File: src/rtl/piso_serializer.sv
// Parallel-in/serial-out transmitter: one word per valid/ready handshake, shifted out on s_out
// with a self-generated sclk. Define PISO_PARITY_EN to append an even-parity bit period.
module piso_serializer #(
    parameter int unsigned WIDTH    = 8,
    parameter int unsigned HALF_DIV = 4
) (
    input  logic             clk,
    input  logic             rst,
    input  logic [WIDTH-1:0] data_in,
    input  logic             lr_in,
    input  logic             load_valid,
    output logic             load_ready,
    output logic             s_out,
    output logic             sclk,
    output logic             lr_out,
    output logic             busy,
    output logic             done
);

    localparam int unsigned DivW = $clog2(2 * HALF_DIV);
    localparam int unsigned CntW = $clog2(WIDTH + 2);
`ifdef PISO_PARITY_EN
    localparam int unsigned FrameBits = WIDTH + 1;
`else
    localparam int unsigned FrameBits = WIDTH;
`endif
    localparam logic [DivW-1:0] DivFall = DivW'(HALF_DIV);
    localparam logic [DivW-1:0] DivLast = DivW'(2 * HALF_DIV - 1);
    localparam logic [CntW-1:0] CntLast = CntW'(FrameBits - 1);

    typedef enum logic [1:0] {StIdle, StShift, StDone} state_e;

    state_e           state_q, state_d;
    logic [WIDTH-1:0] shreg_q, shreg_d;
    logic [DivW-1:0]  div_q, div_d;
    logic [CntW-1:0]  cnt_q, cnt_d;
    logic             sclk_q, sclk_d;
    logic             s_out_q, s_out_d;
    logic             lr_q, lr_d;
    logic             accept, period_end, frame_end, data_bit, tx_bit;

    assign accept     = load_valid & load_ready;
    assign period_end = (state_q == StShift) && (div_q == DivLast);
    assign frame_end  = period_end && (cnt_q == CntLast);
    assign data_bit   = lr_q ? shreg_q[0] : shreg_q[WIDTH-1];

`ifdef PISO_PARITY_EN
    logic par_q, par_d;
    // The extra period after the data bits carries the parity of the accepted word.
    assign tx_bit = (cnt_q == CntW'(WIDTH)) ? par_q : data_bit;
`else
    assign tx_bit = data_bit;
`endif

    always_ff @(posedge clk) begin
        if (rst) begin
            state_q <= StIdle;
        end else begin
            state_q <= state_d;
        end
    end

    always_comb begin
        state_d = state_q;
        unique case (state_q)
            StIdle:  if (accept) state_d = StShift;
            StShift: if (frame_end) state_d = StDone;
            StDone:  state_d = StIdle;
            default: state_d = StIdle;
        endcase
    end

    always_comb begin
        load_ready = (state_q == StIdle);
        busy       = (state_q != StIdle);
        done       = (state_q == StDone);
    end

    always_comb begin
        shreg_d = shreg_q;
        div_d   = div_q;
        cnt_d   = cnt_q;
        sclk_d  = sclk_q;
        s_out_d = s_out_q;
        lr_d    = lr_q;
`ifdef PISO_PARITY_EN
        par_d   = par_q;
`endif
        unique case (state_q)
            StIdle: begin
                sclk_d = 1'b0;
                if (accept) begin
                    shreg_d = data_in;
                    lr_d    = lr_in;
                    cnt_d   = '0;
                    div_d   = '0;
`ifdef PISO_PARITY_EN
                    par_d   = ^data_in;
`endif
                end
            end
            StShift: begin
                if (div_q == '0) begin
                    sclk_d  = 1'b1;
                    s_out_d = tx_bit;
                end
                // Falling edge is the SIPO sample point; s_out has been stable for HALF_DIV cycles.
                if (div_q == DivFall) begin
                    sclk_d = 1'b0;
                end
                if (period_end) begin
                    div_d   = '0;
                    shreg_d = lr_q ? (shreg_q >> 1) : (shreg_q << 1);
                    cnt_d   = cnt_q + 1'b1;
                end else begin
                    div_d = div_q + 1'b1;
                end
            end
            StDone:  sclk_d = 1'b0;
            default: sclk_d = 1'b0;
        endcase
    end

    always_ff @(posedge clk) begin
        if (rst) begin
            shreg_q <= '0;
            div_q   <= '0;
            cnt_q   <= '0;
            sclk_q  <= 1'b0;
            s_out_q <= 1'b0;
            lr_q    <= 1'b0;
`ifdef PISO_PARITY_EN
            par_q   <= 1'b0;
`endif
        end else begin
            shreg_q <= shreg_d;
            div_q   <= div_d;
            cnt_q   <= cnt_d;
            sclk_q  <= sclk_d;
            s_out_q <= s_out_d;
            lr_q    <= lr_d;
`ifdef PISO_PARITY_EN
            par_q   <= par_d;
`endif
        end
    end

    assign s_out  = s_out_q;
    assign sclk   = sclk_q;
    assign lr_out = lr_q;

endmodule

File: config.mk
export PLATFORM = sky130hd
export DESIGN_NAME = piso_serializer
export DESIGN_NICKNAME = d
export VERILOG_FILES = /design/src/rtl/piso_serializer.sv
export SDC_FILE = /design/constraint.sdc
export NUM_CORES = 1
export LEC_CHECK = 0
export BUFFER_PORTS_ARGS = -buffer_cell sky130_fd_sc_hd__buf_2
export CORE_UTILIZATION = 53
export CTS_CLUSTER_DIAMETER = 150
export CTS_CLUSTER_SIZE = 10
export DETAILED_ROUTE_END_ITERATION = 8
export PLACE_DENSITY_LB_ADDON = 0.2
export REMOVE_ABC_BUFFERS = 1
export SLEW_MARGIN = 10
export SYNTH_ARGS = -nofsm -noshare
export SYNTH_HDL_FRONTEND = slang
export SYNTH_SLANG_ARGS = --single-unit
File: constraint.sdc
create_clock -name clk -period 1.75 [get_ports clk]
set_input_delay 0.175 -clock clk [delete_from_list [all_inputs] [get_ports clk]]
set_output_delay 0.175 -clock clk [all_outputs]
set_load 0.03 [all_outputs]
==> run_results.csv, run 1 <==
group,metric,value,unit
status,outcome,"complete, no violations",
final_layout,diodes,0,
synthesis,synth_edf_count,0,
route,firstDrtPassIters,4,
cts,clockBufferDepth,2,
min_path,hold_class,"input pin to register",
route,vias,840,
final_layout,area_delta_synth_final,16.5,%
critical_path,crit_fanout,7,
global_routing,grt_use_total,0.227,
sta,max_freq,0.624,GHz
global_routing,grt_first_pass_wirelength,3370,µm
global_routing,grt_max_degree,18,
synthesis,synth_top_area_cell,"dfxtp_1",
route,wl,2040,µm
global_routing,grt_pass1_vias,759,
synthesis,netlist_top_cells_area,"dfxtp_1 (41%), mux2i_1 (8.1%), a221o_1 (5.1%)",
synthesis,synth-async-reset-ratio,0,
critical_path,worstSetupPathType,"register to register",
sta,tightest_slew,468,ps
sta,tns,0,ps
power_and_ir_drop,p_leak,0.454,nW
critical_path,r2r_start,"div_q[0]",
cts,cts_root_buf,"clkbuf_4",
synthesis,synth_ff_type,"dfxtp_1",
power_and_ir_drop,switchingPower,0.260,mW
sta,finalClockSkew,3.40,ps
cts,cts-buffers-inserted,3,
floorplan,core_area,0.00173,mm²
synthesis,yosys.area.top_type_share,0.407,
critical_path,crit_path_end_kind,"register",
cts,cts_hold_buffers,0,
global_routing,grt_overflow_total,0,
route,drtIter0Drc,40,
cts,clock-sinks,20,
final_layout,fill_cells,162,
power_and_ir_drop,p_per_area,819,mW/mm²
sta,slew_violations,0,
global_routing,globalRouteMet1Util,0.326,
floorplan,die-area,0.00203,mm²
place,place_hpwl,1470,µm
place,gp_congestion,0.845,
global_routing,grt.met2_usage,0.339,
route,detail-route-antenna-nets,0,
synthesis,synth_area,985,µm²
cts,worstSkewPairLatency,300,ps
critical_path,start_kind,"register",
sta,hold_viol,0,
route,wl_per_cell,13.7,µm
final_layout,finish.net_count,141,
synthesis,synth_cell_types,36,
synthesis,netlist_top_cells_count,"dfxtp_1 (20), nor2_1 (12), a21oi_1 (8), mux2i_1 (8)",
power_and_ir_drop,pwr-share-seq,0.536,
floorplan,initial_core_util,0.570,
final_layout,layout-drive-gt1-share,0.242,
power_and_ir_drop,pwr-share-clk,0.288,
synthesis,synth_cells,104,
global_routing,top_usage_layer,"met2",
power_and_ir_drop,p_sw_frac,0.277,
sta,finalCritPeriodShare,0.916,
power_and_ir_drop,comb_power_share,0.176,
power_and_ir_drop,ir_drop,0.000590,V
power_and_ir_drop,power,0.939,mW
cts,path_clk_slew,110,ps
global_routing,antenna_found_initial,0,
place,portBuffers,17,
sta,period_minus_slack,1600,ps
cts,cts_setup_buffers,0,
global_routing,met3_usage,0.0360,
synthesis,avgSynthCellArea,9.47,µm²
critical_path,crit_arrival,1800,ps
power_and_ir_drop,p_int,0.679,mW
synthesis,synth.most_common_cell,"dfxtp_1",
sta,max-slew-margin-rel,0.688,
route,viasPerCell,5.64,
route,drc,0,
min_path,hp-start,"lr_in",
floorplan,die_w,45.1,µm
synthesis,yosys_warnings,0,
synthesis,seq_area_frac_synth,0.407,
run,max_cap_violations,0,
floorplan,die-height,45.1,µm
cts,cts_tree,"done",
sta,rsz0062_at_grt,"false",
cts,htreeDepth,1,
critical_path,crit_start,"div_q[0]",
floorplan,ios,18,
floorplan,rows,15,
sta,setup_viol,0,
critical_path,critPathRequiredTime,1950,ps
synthesis,synth_seq_cells,20,
[critical path, stage by stage (launching register included)]
cell	delay [ps]
dfxtp_1	350
ha_1	200
ha_1	200
buf_4	160
nand4bb_1	230
nor2_1	80
a221o_1	270
[layout by cell type, fill, tap and decap left out, types with 2 or more instances in the layout]
cell type	synthesis	final
dfxtp_1	20	20
buf_2	4	17
nor2_1	12	12
a21oi_1	8	8
mux2i_1	8	7
inv_1	5	5
a221o_1	5	5
nand2_1	4	4
o21ai_0	4	4
ha_1	4	4
buf_4	0	4
or3_1	3	3
clkbuf_4	0	3
a21o_1	2	2
o2bb2ai_1	2	2
[sequential cells by signal (all words and copies together) (netlist names)]
name / count
sclk: 1
div_q: 3
s_out: 1
shreg_q: 8
state_q: 2
cnt_q: 4
lr_out: 1
[layout make-up]
class | count | area [µm²] | area share
multi-input cells | 74 | 546 | 0.475
flip-flops and latches | 20 | 400 | 0.349
clock buffers | 4 | 36.3 | 0.0316
well taps | 25 | 31.3 | 0.0273
inverters | 5 | 18.8 | 0.0164
repair buffers | 21 | 115 | 0.100
[through the flow]
step / worst slack (ps) / util / hold slack (ps) / cell area (µm²) / std cells
after global routing: 22.6 / 0.664 / 86.7 / 1150 / 149
after floorplan: 180 / - / 244 / 961 / 99
after CTS: 108 / 0.662 / 82.0 / 1140 / 149
final: 147 / 0.664 / 83.1 / 1150 / 149
after detailed placement: 143 / 0.641 / 403 / 1110 / 145
after global placement: 210 / 0.641 / 373 / 1110 / 145
[worst paths after layout]
kind                      to  slack [ps]  depth (start not counted)
setup / recovery  shreg_q[3]         150                          6
hold / removal        lr_out          80                          3
setup reg to reg  shreg_q[3]         150                          6
hold reg to reg     cnt_q[3]         480                          2
[per-layer routing]
metal / part of all wire / wire length [µm] / vias up
met2: 0.46 / 946 / 16
met4: 0.0059 / 12 / 0
met3: 0.042 / 86 / 2
met5: 0 / 0 / -
li1: - / - / 427
met1: 0.49 / 996 / 395
[kinds of logic (layout without fill, tap and decap cells)]
| logic type | after synthesis | in the layout | synth area share |
|---|---|---|---|
| xor+xnor | 1 | 1 | 0.00890 |
| buf+inv | 10 | 30 | 0.0432 |
| flops | 20 | 20 | 0.407 |
| fa+ha+maj | 4 | 4 | 0.0508 |
| simple gates | 33 | 33 | 0.202 |
| compound gates | 28 | 28 | 0.207 |
| mux | 8 | 8 | 0.0813 |
[repair_timing]
item,CTS,global route
endpoints found under the setup margin,0,7
resized for setup,0,1
hold endpoints to repair,0,0
[power groups by stage]
stage / Sequential [mW] / Clock (mW) / Combinational (mW)
3_5_place_dp: 0.513 / 0 / 0.163
3_3_place_gp: 0.513 / 0 / 0.160
4_1_cts: 0.503 / 0.275 / 0.164
5_1_grt: 0.507 / 0.303 / 0.179
2_1_floorplan: 0.528 / 0 / 0.0893
6_report: 0.504 / 0.270 / 0.165
Note: power is estimated with default switching activity, not from simulation.
==> inputs of run 2 (changes only) <==
--- a/config.mk
+++ b/config.mk
@@ -6,7 +6,7 @@
 export NUM_CORES = 1
 export LEC_CHECK = 0
 export BUFFER_PORTS_ARGS = -buffer_cell sky130_fd_sc_hd__buf_2
-export CORE_UTILIZATION = 53
+export CORE_UTILIZATION = 45
 export CTS_CLUSTER_DIAMETER = 150
 export CTS_CLUSTER_SIZE = 10
 export DETAILED_ROUTE_END_ITERATION = 8
==> run_results.csv, run 2 (synthesis results as in run 1) <==
group,metric,value,unit
final_layout,finish.net_count,140,
run,max_cap_violations,0,
critical_path,r2r_start,"div_q[0]",
floorplan,die-height,48.8,µm
floorplan,die-area,0.00238,mm²
sta,max_freq,0.613,GHz
cts,path_clk_slew,110,ps
critical_path,crit_fanout,17,
sta,slew_violations,0,
cts,cts_setup_buffers,0,
place,place_hpwl,1450,µm
sta,finalCritPeriodShare,0.932,
critical_path,critPathBufInv,2,
final_layout,final_util,0.571,
place,place_inst,146,
final_layout,top_regs,"shreg_q: 8 flops, cnt_q: 4 flops, div_q: 3 flops",
cts,clockBufferDepth,2,
global_routing,grt_pass1_vias,772,
final_layout,layout-drive-gt1-share,0.236,
critical_path,cp_slowest_cell,"dfxtp_1",
sta,period_minus_slack,1630,ps
place,portBuffers,17,
critical_path,start_kind,"register",
critical_path,r2r_end,"shreg_q[4]",
global_routing,grt_max_degree,18,
critical_path,reg2regPathDepth,6,
final_layout,largest-register,"shreg_q",
critical_path,worst-r2r-setup-slack,180,ps
route,wl_per_cell,13.3,µm
final_layout,mostFrequentLayoutCells,"dfxtp_1 (20), buf_2 (17), nor2_1 (12)",
route,firstDrtPassIters,4,
power_and_ir_drop,p_leak,0.449,nW
critical_path,critPathMaxStageDelay,670,ps
power_and_ir_drop,power,0.935,mW
critical_path,critPathRequiredTime,1570,ps
place,gp_congestion,0.794,
sta,finalClockSkew,1.36,ps
critical_path,worstSetupEndpoint,"done",
critical_path,crit_arrival,1460,ps
floorplan,die_w,48.8,µm
min_path,hold_class,"input pin to register",
final_layout,final_common_cell,"dfxtp_1",
sta,setup_viol,0,
sta,holdWs,64.9,ps
critical_path,crit_cells,3,
sta,rsz0062_at_grt,"false",
cts,htreeDepth,1,
global_routing,antenna_found_initial,0,
final_layout,diodes,0,
sta,max-slew-margin-rel,0.647,
sta,hold_viol,0,
critical_path,crit_chain,"inv_1, nor2_1, buf_2",
route,drtIter0Drc,18,
final_layout,fin_cells,150,
route,vias,836,
status,outcome,"complete, no violations",
final_layout,area_delta_synth_final,16.0,%
floorplan,rows,16,
critical_path,worstSetupPathType,"register to output port",
critical_path,crit_family,"flip-flops",
route,detail-route-antenna-nets,0,
sta,tightest_slew,529,ps
floorplan,core_area,0.00200,mm²
cts,worstSkewPairLatency,300,ps
sta,tns,0,ps
power_and_ir_drop,ir_drop,0.000700,V
route,wl,2000,µm
floorplan,initial_core_util,0.492,
power_and_ir_drop,p_per_area,819,mW/mm²
final_layout,fill_cells,198,
route,viasPerCell,5.57,
cts,cts-buffers-inserted,3,
cts,cts_root_buf,"clkbuf_4",
critical_path,crit_start,"state_q[1]",
final_layout,largest_register_ffs,8,
cts,cts_hold_buffers,0,
global_routing,grt_first_pass_wirelength,3530,µm
route,drc,0,
floorplan,ios,18,
cts,cts_tree,"done",
global_routing,grt_use_total,0.192,
cts,clock-sinks,20,
global_routing,grt_overflow_total,0,
critical_path,crit_path_end_kind,"output port",
cts,cts_resized,0,
-- run 2: worst min-delay path by stage --
stage / start / to / slack, ps / depth (start not counted)
final: lr_in / lr_out / 60 / 3
after CTS: lr_in / lr_out / 60 / 3
after global routing: lr_in / lr_out / 70 / 3
after floorplan: rst / cnt_q[1] / 240 / 1
after detailed placement: lr_in / lr_out / 380 / 3
after global placement: lr_in / lr_out / 380 / 3
-- run 2: area by class of cell --
class	count	area [µm²]	share of cell area
clock buffers	4	36.3	0.0318
inverters	5	18.8	0.0164
well taps	27	33.8	0.0296
repair buffers	20	108	0.0942
multi-input cells	74	546	0.478
flip-flops and latches	20	400	0.350
-- run 2: routing by layer --
layer,share of wire,global-route usage
met5,0,0
met2,0.44,0.299
met3,0.031,0.0654
met4,0,0.0294
met1,0.53,0.261
-- run 2: tightest hold or removal path, delay by kind of cell --
family | cells | cell delay [ps]
simple gates | 1 | 30
buf+inv | 1 | 70
compound gates | 1 | 60
-- run 2: metrics by stage --
| step | setup WS [ps] | instance area, µm² |
|---|---|---|
| floorplan | 180 | 961 |
| global placement | 190 | 1100 |
| detailed placement | 133 | 1100 |
| CTS | 116 | 1140 |
| global route | 34.8 | 1140 |
| finish | 120 | 1140 |
-- run 2: power by group --
part / total (mW) / switching, mW / internal [mW]
registers: 0.507 / 0.0263 / 0.481
logic: 0.159 / 0.0889 / 0.0699
clock network: 0.270 / 0.143 / 0.127
total: 0.935 / 0.258 / 0.678
==> inputs of run 3 (changes only) <==
==> constraint.sdc (replaced) <==
create_clock -name clk -period 1.75 [get_ports clk]
set_input_delay 0.525 -clock clk [delete_from_list [all_inputs] [get_ports clk]]
set_output_delay 0.525 -clock clk [all_outputs]
set_load 0.03 [all_outputs]
==> run_results.csv, run 3 (synthesis results as in run 1) <==
group,metric,value,unit
floorplan,core_area,0.00200,mm²
route,detail-route-antenna-nets,0,
critical_path,start_kind,"register",
final_layout,fin_area,0.00117,mm²
final_layout,layout-drive-gt1-share,0.280,
sta,finalCritPeriodShare,0.957,
min_path,hp-start,"lr_in",
sta,max_freq,0.597,GHz
critical_path,crit_arrival,1150,ps
global_routing,grt_use_total,0.197,
status,outcome,"complete, no violations",
floorplan,die_w,48.8,µm
sta,tightest_slew,373,ps
sta,rsz0062_at_grt,"false",
power_and_ir_drop,ir_drop,0.000401,V
critical_path,worst-r2r-setup-slack,130,ps
sta,tns,0,ps
cts,cts_hold_buffers,0,
final_layout,top_regs,"shreg_q: 8 flops, cnt_q: 4 flops, div_q: 3 flops",
sta,slew_violations,0,
critical_path,crit_path_end_kind,"output port",
power_and_ir_drop,power,0.957,mW
global_routing,grt_max_degree,14,
global_routing,grt_pass1_vias,828,
final_layout,mostFrequentLayoutCells,"dfxtp_1 (17), buf_2 (16), nor2_1 (12)",
sta,max-slew-margin-rel,0.746,
critical_path,crit_fanout,8,
place,place_area,0.00112,mm²
min_path,min_to,"lr_out",
floorplan,rows,16,
min_path,hold_class,"input pin to register",
floorplan,die-height,48.8,µm
floorplan,initial_core_util,0.492,
route,vias,878,
final_layout,final_common_cell,"dfxtp_1",
place,gp_congestion,0.812,
route,drc,0,
cts,cts-buffers-inserted,3,
power_and_ir_drop,p_leak,0.463,nW
cts,path_clk_slew,120,ps
cts,cts_setup_buffers,0,
sta,hold_viol,0,
cts,clockBufferDepth,2,
sta,finalClockSkew,4.16,ps
global_routing,antenna_found_initial,0,
global_routing,grt_overflow_total,0,
cts,worstSkewPairLatency,310,ps
route,viasPerCell,5.78,
critical_path,critPathRequiredTime,1220,ps
critical_path,crit_chain,"buf_4, nor2_1, buf_2",
critical_path,cp_slowest_cell,"dfxtp_4",
final_layout,finish.net_count,142,
floorplan,ios,18,
min_path,min_path_cells,3,
cts,cts_root_buf,"clkbuf_4",
final_layout,largest_register_ffs,8,
power_and_ir_drop,p_per_area,816,mW/mm²
sta,setup_viol,0,
critical_path,critPathMaxStageDelay,400,ps
route,drtIter0Drc,28,
critical_path,critPathBufInv,2,
route,firstDrtPassIters,4,
floorplan,die-area,0.00238,mm²
global_routing,grt_first_pass_wirelength,3670,µm
cts,htreeDepth,1,
route,wl,2160,µm
critical_path,r2r_start,"div_q[0]",
cts,cts_tree,"done",
sta,period_minus_slack,1680,ps
place,portBuffers,17,
final_layout,fill_cells,191,
final_layout,diodes,0,
route,wl_per_cell,14.2,µm
critical_path,r2r_end,"shreg_q[4]",
cts,clock-sinks,20,
final_layout,area_delta_synth_final,19.1,%
place,place_hpwl,1560,µm
run,max_cap_violations,0,
critical_path,reg2regPathDepth,6,
final_layout,largest-register,"shreg_q",
critical_path,worstSetupPathType,"register to output port",
critical_path,crit_family,"flip-flops",
-- run 3: cell type report --
cell class                      count  area (µm²)  area share
Multi-Input combinational cell     74         548       0.467
Sequential cell                    20         407       0.347
Clock buffer                        4        36.3      0.0309
Timing Repair Buffer               22         129       0.110
Inverter                            5        18.8      0.0160
Tap cell                           27        33.8      0.0288
-- run 3: power by group --
part | internal, mW | switching [mW]
Clock | 0.127 | 0.153
Combinational | 0.0758 | 0.0913
Sequential | 0.482 | 0.0285
-- run 3: how the worst max path moves through the flow --
stage	startpoint	endpoint	slack [ps]	cells after the start
floorplan	state_q[1]	load_ready	170	2
global placement	div_q[0]	shreg_q[1]	170	5
detailed placement	div_q[0]	shreg_q[3]	130	5
CTS	state_q[0]	load_ready	8	3
global route	state_q[0]	done	6	3
finish	state_q[0]	done	70	3
-- run 3: stage by stage --
stage	hold slack (ps)	setup WS, ps	util	std cells
CTS	405	7.80	0.579	152
floorplan	447	167	-	99
finish	408	74.7	0.586	152
global route	410	5.92	0.586	152
global placement	465	174	0.558	148
detailed placement	474	126	0.558	148
-- run 3: worst reg2reg max path, cell delays in order (launching register included) --
cell and delay, ps:
dfxtp_1 350, ha_1 200, ha_1 200, buf_4 170, nand4bb_1 250, nor2_1 90
a221o_1 260
-- run 3: routing by layer --
metal	wire [µm]	vias up	share of wire	GRT usage
met3	86	4	0.040	0.0312
met2	984	24	0.46	0.306
met5	0	-	0	0
met1	1060	418	0.49	0.271
met4	29	0	0.013	0.0833
li1	-	432	-	-
-- run 3: timing repair --
item / in CTS / in global routing
endpoints found under the hold margin: 0 / 0
resized for setup: 3 / 6
pin swaps: 0 / 0
endpoints found under the setup margin: 4 / 8
